### src/rtl/mlp_pkg.sv
// Shared MLP constants and the argmax controller state type.
// Imported by argmax_cmp and argmax_tracker.
package mlp_pkg;

    localparam int DATA_W = 16;

    typedef enum logic [1:0] {
        ST_IDLE    = 2'd0,
        ST_COLLECT = 2'd1,
        ST_DONE    = 2'd2
    } argmax_state_e;

endpackage

### src/rtl/argmax_cmp.sv
// Signed candidate-vs-current compare with the tie rule.
// ARGMAX_TIE_LAST_EN: ties go to the later index (>=), else strict >.
module argmax_cmp
    import mlp_pkg::*;
(
    input  logic signed [DATA_W-1:0] cand,
    input  logic signed [DATA_W-1:0] cur,
    output logic                     take
);

    // Decide whether the candidate replaces the running maximum
    always_comb begin
`ifdef ARGMAX_TIE_LAST_EN
        take = (cand >= cur);
`else
        take = (cand > cur);
`endif
    end

endmodule

### src/rtl/argmax_tracker.sv
// Streams N_OUT output-layer values and reports the max value and index.
// Tie behaviour is set in argmax_cmp by ARGMAX_TIE_LAST_EN.
module argmax_tracker
    import mlp_pkg::*;
#(
    parameter int N_OUT = 10,
    parameter int IDX_W = 4
) (
    input  logic                     clk,
    input  logic                     reset,
    input  logic                     start,
    input  logic                     in_valid,
    input  logic signed [DATA_W-1:0] in_data,
    output logic                     in_ready,
    output logic signed [DATA_W-1:0] max_val,
    output logic [IDX_W-1:0]         max_idx,
    output logic                     done,
    output logic                     busy
);

    localparam logic [IDX_W-1:0] LAST = IDX_W'(N_OUT - 1);

    argmax_state_e             state_q, state_d;
    logic [IDX_W-1:0]          cnt_q, cnt_d;
    logic signed [DATA_W-1:0]  max_val_q, max_val_d;
    logic [IDX_W-1:0]          max_idx_q, max_idx_d;
    logic                      done_q, done_d;
    logic                      take;
    logic                      xfer;

    argmax_cmp u_cmp (
        .cand (in_data),
        .cur  (max_val_q),
        .take (take)
    );

    assign xfer = in_valid && (state_q == ST_COLLECT);

    // Next-state: start wins over any same-cycle transfer
    always_comb begin
        state_d   = state_q;
        cnt_d     = cnt_q;
        max_val_d = max_val_q;
        max_idx_d = max_idx_q;
        done_d    = done_q;
        if (start) begin
            state_d = ST_COLLECT;
            cnt_d   = '0;
            done_d  = 1'b0;
        end else if (xfer) begin
            if ((cnt_q == '0) || take) begin
                max_val_d = in_data;
                max_idx_d = cnt_q;
            end
            if (cnt_q == LAST) begin
                state_d = ST_DONE;
                done_d  = 1'b1;
            end else begin
                cnt_d = cnt_q + 1'b1;
            end
        end
    end

    // State and result registers, cleared asynchronously
    always_ff @(posedge clk or posedge reset) begin
        if (reset) begin
            state_q   <= ST_IDLE;
            cnt_q     <= '0;
            max_val_q <= '0;
            max_idx_q <= '0;
            done_q    <= 1'b0;
        end else begin
            state_q   <= state_d;
            cnt_q     <= cnt_d;
            max_val_q <= max_val_d;
            max_idx_q <= max_idx_d;
            done_q    <= done_d;
        end
    end

    assign in_ready = (state_q == ST_COLLECT);
    assign busy     = (state_q == ST_COLLECT);
    assign max_val  = max_val_q;
    assign max_idx  = max_idx_q;
    assign done     = done_q;

endmodule

### config.mk
export PLATFORM = sky130hd
export DESIGN_NAME = argmax_tracker
export DESIGN_NICKNAME = d
export VERILOG_FILES = /design/src/rtl/mlp_pkg.sv /design/src/rtl/argmax_cmp.sv /design/src/rtl/argmax_tracker.sv
export SDC_FILE = /design/constraint.sdc
export NUM_CORES = 1
export LEC_CHECK = 0
export CAP_MARGIN = 20
export CORE_AREA = 2 2 57 59
export CTS_BUF_LIST = sky130_fd_sc_hd__clkbuf_8
export DETAILED_ROUTE_END_ITERATION = 6
export DIE_AREA = 0 0 59 61
export GPL_ROUTABILITY_DRIVEN = 0
export GPL_TIMING_DRIVEN = 0
export PLACE_DENSITY = 0.87
export SLEW_MARGIN = 20
export SYNTH_ARGS = -nofsm -noshare
export SYNTH_HDL_FRONTEND = slang
export SYNTH_SLANG_ARGS = --single-unit
### constraint.sdc
create_clock -name clk -period 4.7 [get_ports clk]
set_input_delay 0.94 -clock clk [delete_from_list [all_inputs] [get_ports clk]]
set_output_delay 0.94 -clock clk [all_outputs]
set_load 0.03 [all_outputs]
After elaboration in Yosys (flattened, before gate mapping)
Index checks and enable logic that the tools add are counted.
Storage, ports and cells
  output and inout port bits: 23
  memories kept: 0
  register bits: 27
  bits in latches: 0
  ROM bits: 0
  bits of input ports: 20
  bits in writable memories: 0
  logic and storage cells: 28
Cells by class
  eq/ne operators: 3
  div/mod/pow operators: 0
  reductions and logical operators: 8
  shift operators: 0
  bitwise logic cells: 1
  magnitude comparators: 1
  muxes and demuxes: 9
  $add $sub $neg: 1
  $mul: 0
Operators by type and width (count)
  > comparator 16 bit: 1
  2-to-1 mux 4 bit: 3
  2-to-1 mux 2 bit: 3
  adder 4 x 1 -> 4 bit (second input constant): 1
  equality test 4 bit (second input constant): 1
  zero test 4 bit: 1
  AND reduction 2 bit: 2
  nonzero test 2 bit: 2
  2-to-1 mux 1 bit: 3
  AND reduction 3 bit: 1
  equality test 2 x 1 -> 1 bit (second input constant): 1
  != test 2 bit (second input constant): 1
  logical AND 1 bit: 1
  logical OR 1 bit: 1
  inverter 1 bit: 1

Longest topological paths before layout
  depth in word-level cells: 4
  gate-level depth with buffers: 10

Modules after synthesis
From an unflattened synthesis, not the netlist that was laid out.
Unflattened totals
  cells, all modules: 139
  area, all modules: 1545.2 sq um
By module, submodules not included
  argmax_tracker: area each 1128.6 sq um, cells an instance 81, instances 1
  argmax_cmp: area each 416.6 sq um, cells an instance 58, instances 1

Worst setup path after synthesis
No wires, ideal clock.
  kind: input-to-reg
  from: input port in_data[13]
  to: register max_val_q[10], in the netlist max_val[10]
  arrival time: 3.035 ns
  path buffers: 2
  path slack: 1.540 ns
  stages: 9
  cells stage by stage: ha_1 > a21o_1 > a21o_1 > o41a_1 > o311a_1 > a31o_1 > buf_6 > buf_8 > mux2_4
Between the ends
  word-level cells in the longest chain between the ends: 3
RTL lines
  from (decl): RTL line argmax_tracker.sv:13  | input logic signed [DATA_W-1:0] in_data,
  > comparator 16 bit: RTL line argmax_cmp.sv:16  | take = (cand > cur);
  logical OR 1 bit: RTL line argmax_tracker.sv:51  | if ((cnt_q == '0) || take) begin
  AND reduction 3 bit (no source line)
  to (signal assigned): RTL line argmax_tracker.sv:75  | max_val_q <= max_val_d;
  to (decl): RTL line argmax_tracker.sv:25  | logic signed [DATA_W-1:0] max_val_q, max_val_d;
Every way passes these cells.
A chain may end at the register's enable or synchronous reset.

Worst setup path in the final report
Same ends and word-level chain as after synthesis.

==> flow_metrics.tcl <==
set metrics [dict create \
    crit_arrival_ns 3.63 \
    ioPinCount 43 \
    rsz0062_at_grt "false" \
    vias 1184 \
    cp-end-kind "flop" \
    crit_chain "clkdlybuf4s50_1 > ha_1 > a21o_1 > a21o_1 > o41a_1 > o311a_1 > a31o_1 > buf_6 > buf_8 > mux2_4" \
    clk_latency_ns 0.27 \
    grt_pass1_vias 1179 \
    power_w 0.00115 \
    cpMostUsedCell "a21o_1" \
    start_kind "primary input" \
    layout_worst_path_cycle_share 0.737 \
    firstDrtPassIters 5 \
    clockBufferDepth 2 \
    peakVddDrop_mv 0.261 \
    status "finished clean" \
    drt-total-wl_um 3190 \
    n_antenna_cell 0 \
    p_leak_nw 0.977 \
    viasPerCell 5.43 \
    max_freq_ghz 0.289 \
    synth_cell_type_count 30 \
    portBuffers 42 \
    slew_headroom 0.368 \
    cpLargestDelayFamily "compound AO/OA/AOI/OAI gates" \
    ys_seq_area_frac 0.422 \
    dieArea_um2 3600 \
    drtIter0Drc 31 \
    cap_viol_max_count 0 \
    worst_pin_slew_ns 0.942 \
    yosysWarnings 0 \
    dieWidth_um 59 \
    synthToLayoutAreaGrowth_pct 32.6 \
    cts_resized 0 \
    ys_ff_latch 26 \
    syn_nets 179 \
    grt_antenna_before_repair 0 \
    setup_viol 0 \
    post_cts_buffers 0 \
    final_common_cell "clkdlybuf4s50_1" \
    grt_overflow_total 0 \
    synth.cell_area_um2 1540 \
    clkTransAtPathRegs_ns 0.09 \
    fin_crit_ns 3.47 \
    drc_errors 0 \
    syn_area_per_cell_um2 11.0 \
    postRouteAntennaNets 0 \
    path_buf_inv 3 \
    initial_core_util 0.522 \
    skew_ns 0.00436 \
    worst_path_largest_cell_delay_ns 0.42 \
    hold_viol 0 \
    root_buffer "clkbuf_8" \
    crit_slowest_cell "clkdlybuf4s50_1" \
    clock-sinks 26 \
    power_density_nw_per_um2 564 \
    final_cell_mix "clkdlybuf4s50_1 (42), dfrtp_1 (26), inv_1 (19), ha_1 (19), nand2_1 (11)" \
    cp.required_ns 4.86 \
    ctsHoldBuffers 0 \
    min_path_type "flop to flop" \
    grt_pass1_wl_um 5220 \
    cts_buffers 3 \
    die_y_um 61 \
    cts_tree "done" \
    cts-htree-levels 1 \
    hpwl_um 2430 \
    groute.usage.overall 0.193 \
    wire_per_inst_um 14.6 \
    rows 20 \
    nets 226 \
    critical_path_class "primary input to flop" \
    drv_slew 0 \
    crit_fanout 10 \
    coreArea_um2 2950 \
    grt_max_degree 27 \
    netlist_instances 140 \
    drive_gt1_frac 0.130 \
    tns_ns 0 \
    rrSetupSlack_ns 1.93 \
]
==> power breakdown <==
part           leakage (nW)  switching, W  internal, W  total (W)
Clock                0.0216     0.0000709    0.0000576   0.000128
Sequential            0.318     0.0000659     0.000301   0.000367
Combinational         0.637      0.000336     0.000323   0.000659
==> cell families after synthesis <==
| group | after synthesis | synth area share |
|---|---|---|
| simple gates | 33 | 0.0990 |
| flops | 26 | 0.422 |
| buf+inv | 23 | 0.0706 |
| mux | 19 | 0.162 |
| fa+ha+maj | 19 | 0.154 |
| compound gates | 17 | 0.0754 |
| xor+xnor | 3 | 0.0170 |
==> cells in the mapped netlist (all sizes together) <==
cell type	instances	area share
o41a	1	0.0073
dfrtp	26	0.42
a31o	1	0.0057
mux2i	1	0.0065
xor2	2	0.011
nor4	1	0.0041
nand3	1	0.0032
a21o	3	0.015
nor2	10	0.024
a21oi	6	0.019
o221ai	1	0.0057
xnor2	1	0.0057
ha	19	0.15
o21a	1	0.0049
buf	3	0.022
nor3	2	0.0065
inv	20	0.049
and2	1	0.0041
nand2	11	0.027
o311a	1	0.0065
and3b	1	0.0057
o21ai	2	0.0065
nor2b	1	0.0041
a211oi	1	0.0049
mux2	18	0.16
nand2b	1	0.0041
nand4	4	0.016
==> final cells by class <==
type | count | area (um2)
fill | 240 | 907
sequential | 26 | 651
multi-input combinational | 91 | 783
clock buffer | 3 | 41.3
buffer | 3 | 33.8
timing repair buffer | 42 | 420
inverter | 20 | 75.1
tap | 33 | 41.3
==> state kept, by name, indices dropped and copies added, names as in the netlist <==
signal and cells:
max_idx 4, cnt_q 4, state_q 2, max_val 16
==> path summary, 6_finish.rpt <==
check,depth (start not counted),start,end
worst max-delay path,10,in_data[13],max_val[10]
worst min-delay path,1,state_q[0],state_q[0]
worst max register to register,10,max_val[13],max_val[10]
worst min register to register,1,state_q[0],state_q[0]
max in group asynchronous,2,reset,max_val[8]
min in group asynchronous,2,reset,max_val[14]
==> through the flow <==
stage	hold slack (ns)	util	instance area, um2	instances	setup slack [ns]
CTS	0.497	0.693	2050	218	1.23
global route	0.515	0.693	2050	218	1.14
finish	0.488	0.693	2050	218	1.23
detailed placement	0.475	0.679	2000	215	0.979
floorplan	0.441	-	1540	140	1.54
global placement	0.454	0.679	2000	215	1.01
==> worst register-to-register path, cell delays in order, from the launching register on <==
cell	delay, ns
dfrtp_1	0.38
inv_1	0.05
ha_1	0.28
a21o_1	0.18
a21o_1	0.18
o41a_1	0.40
o311a_1	0.35
a31o_1	0.23
buf_6	0.15
buf_8	0.16
mux2_4	0.30
==> layer usage <==
| layer | wire, um | up-vias | GRT usage |
|---|---|---|---|
| met5 | 0 | - | 0 |
| met4 | 32 | 0 | 0.0584 |
| met1 | 1310 | 563 | 0.224 |
| met3 | 183 | 7 | 0.0362 |
| met2 | 1670 | 46 | 0.360 |
| li1 | - | 568 | - |
(Power assumes the default switching activity.)
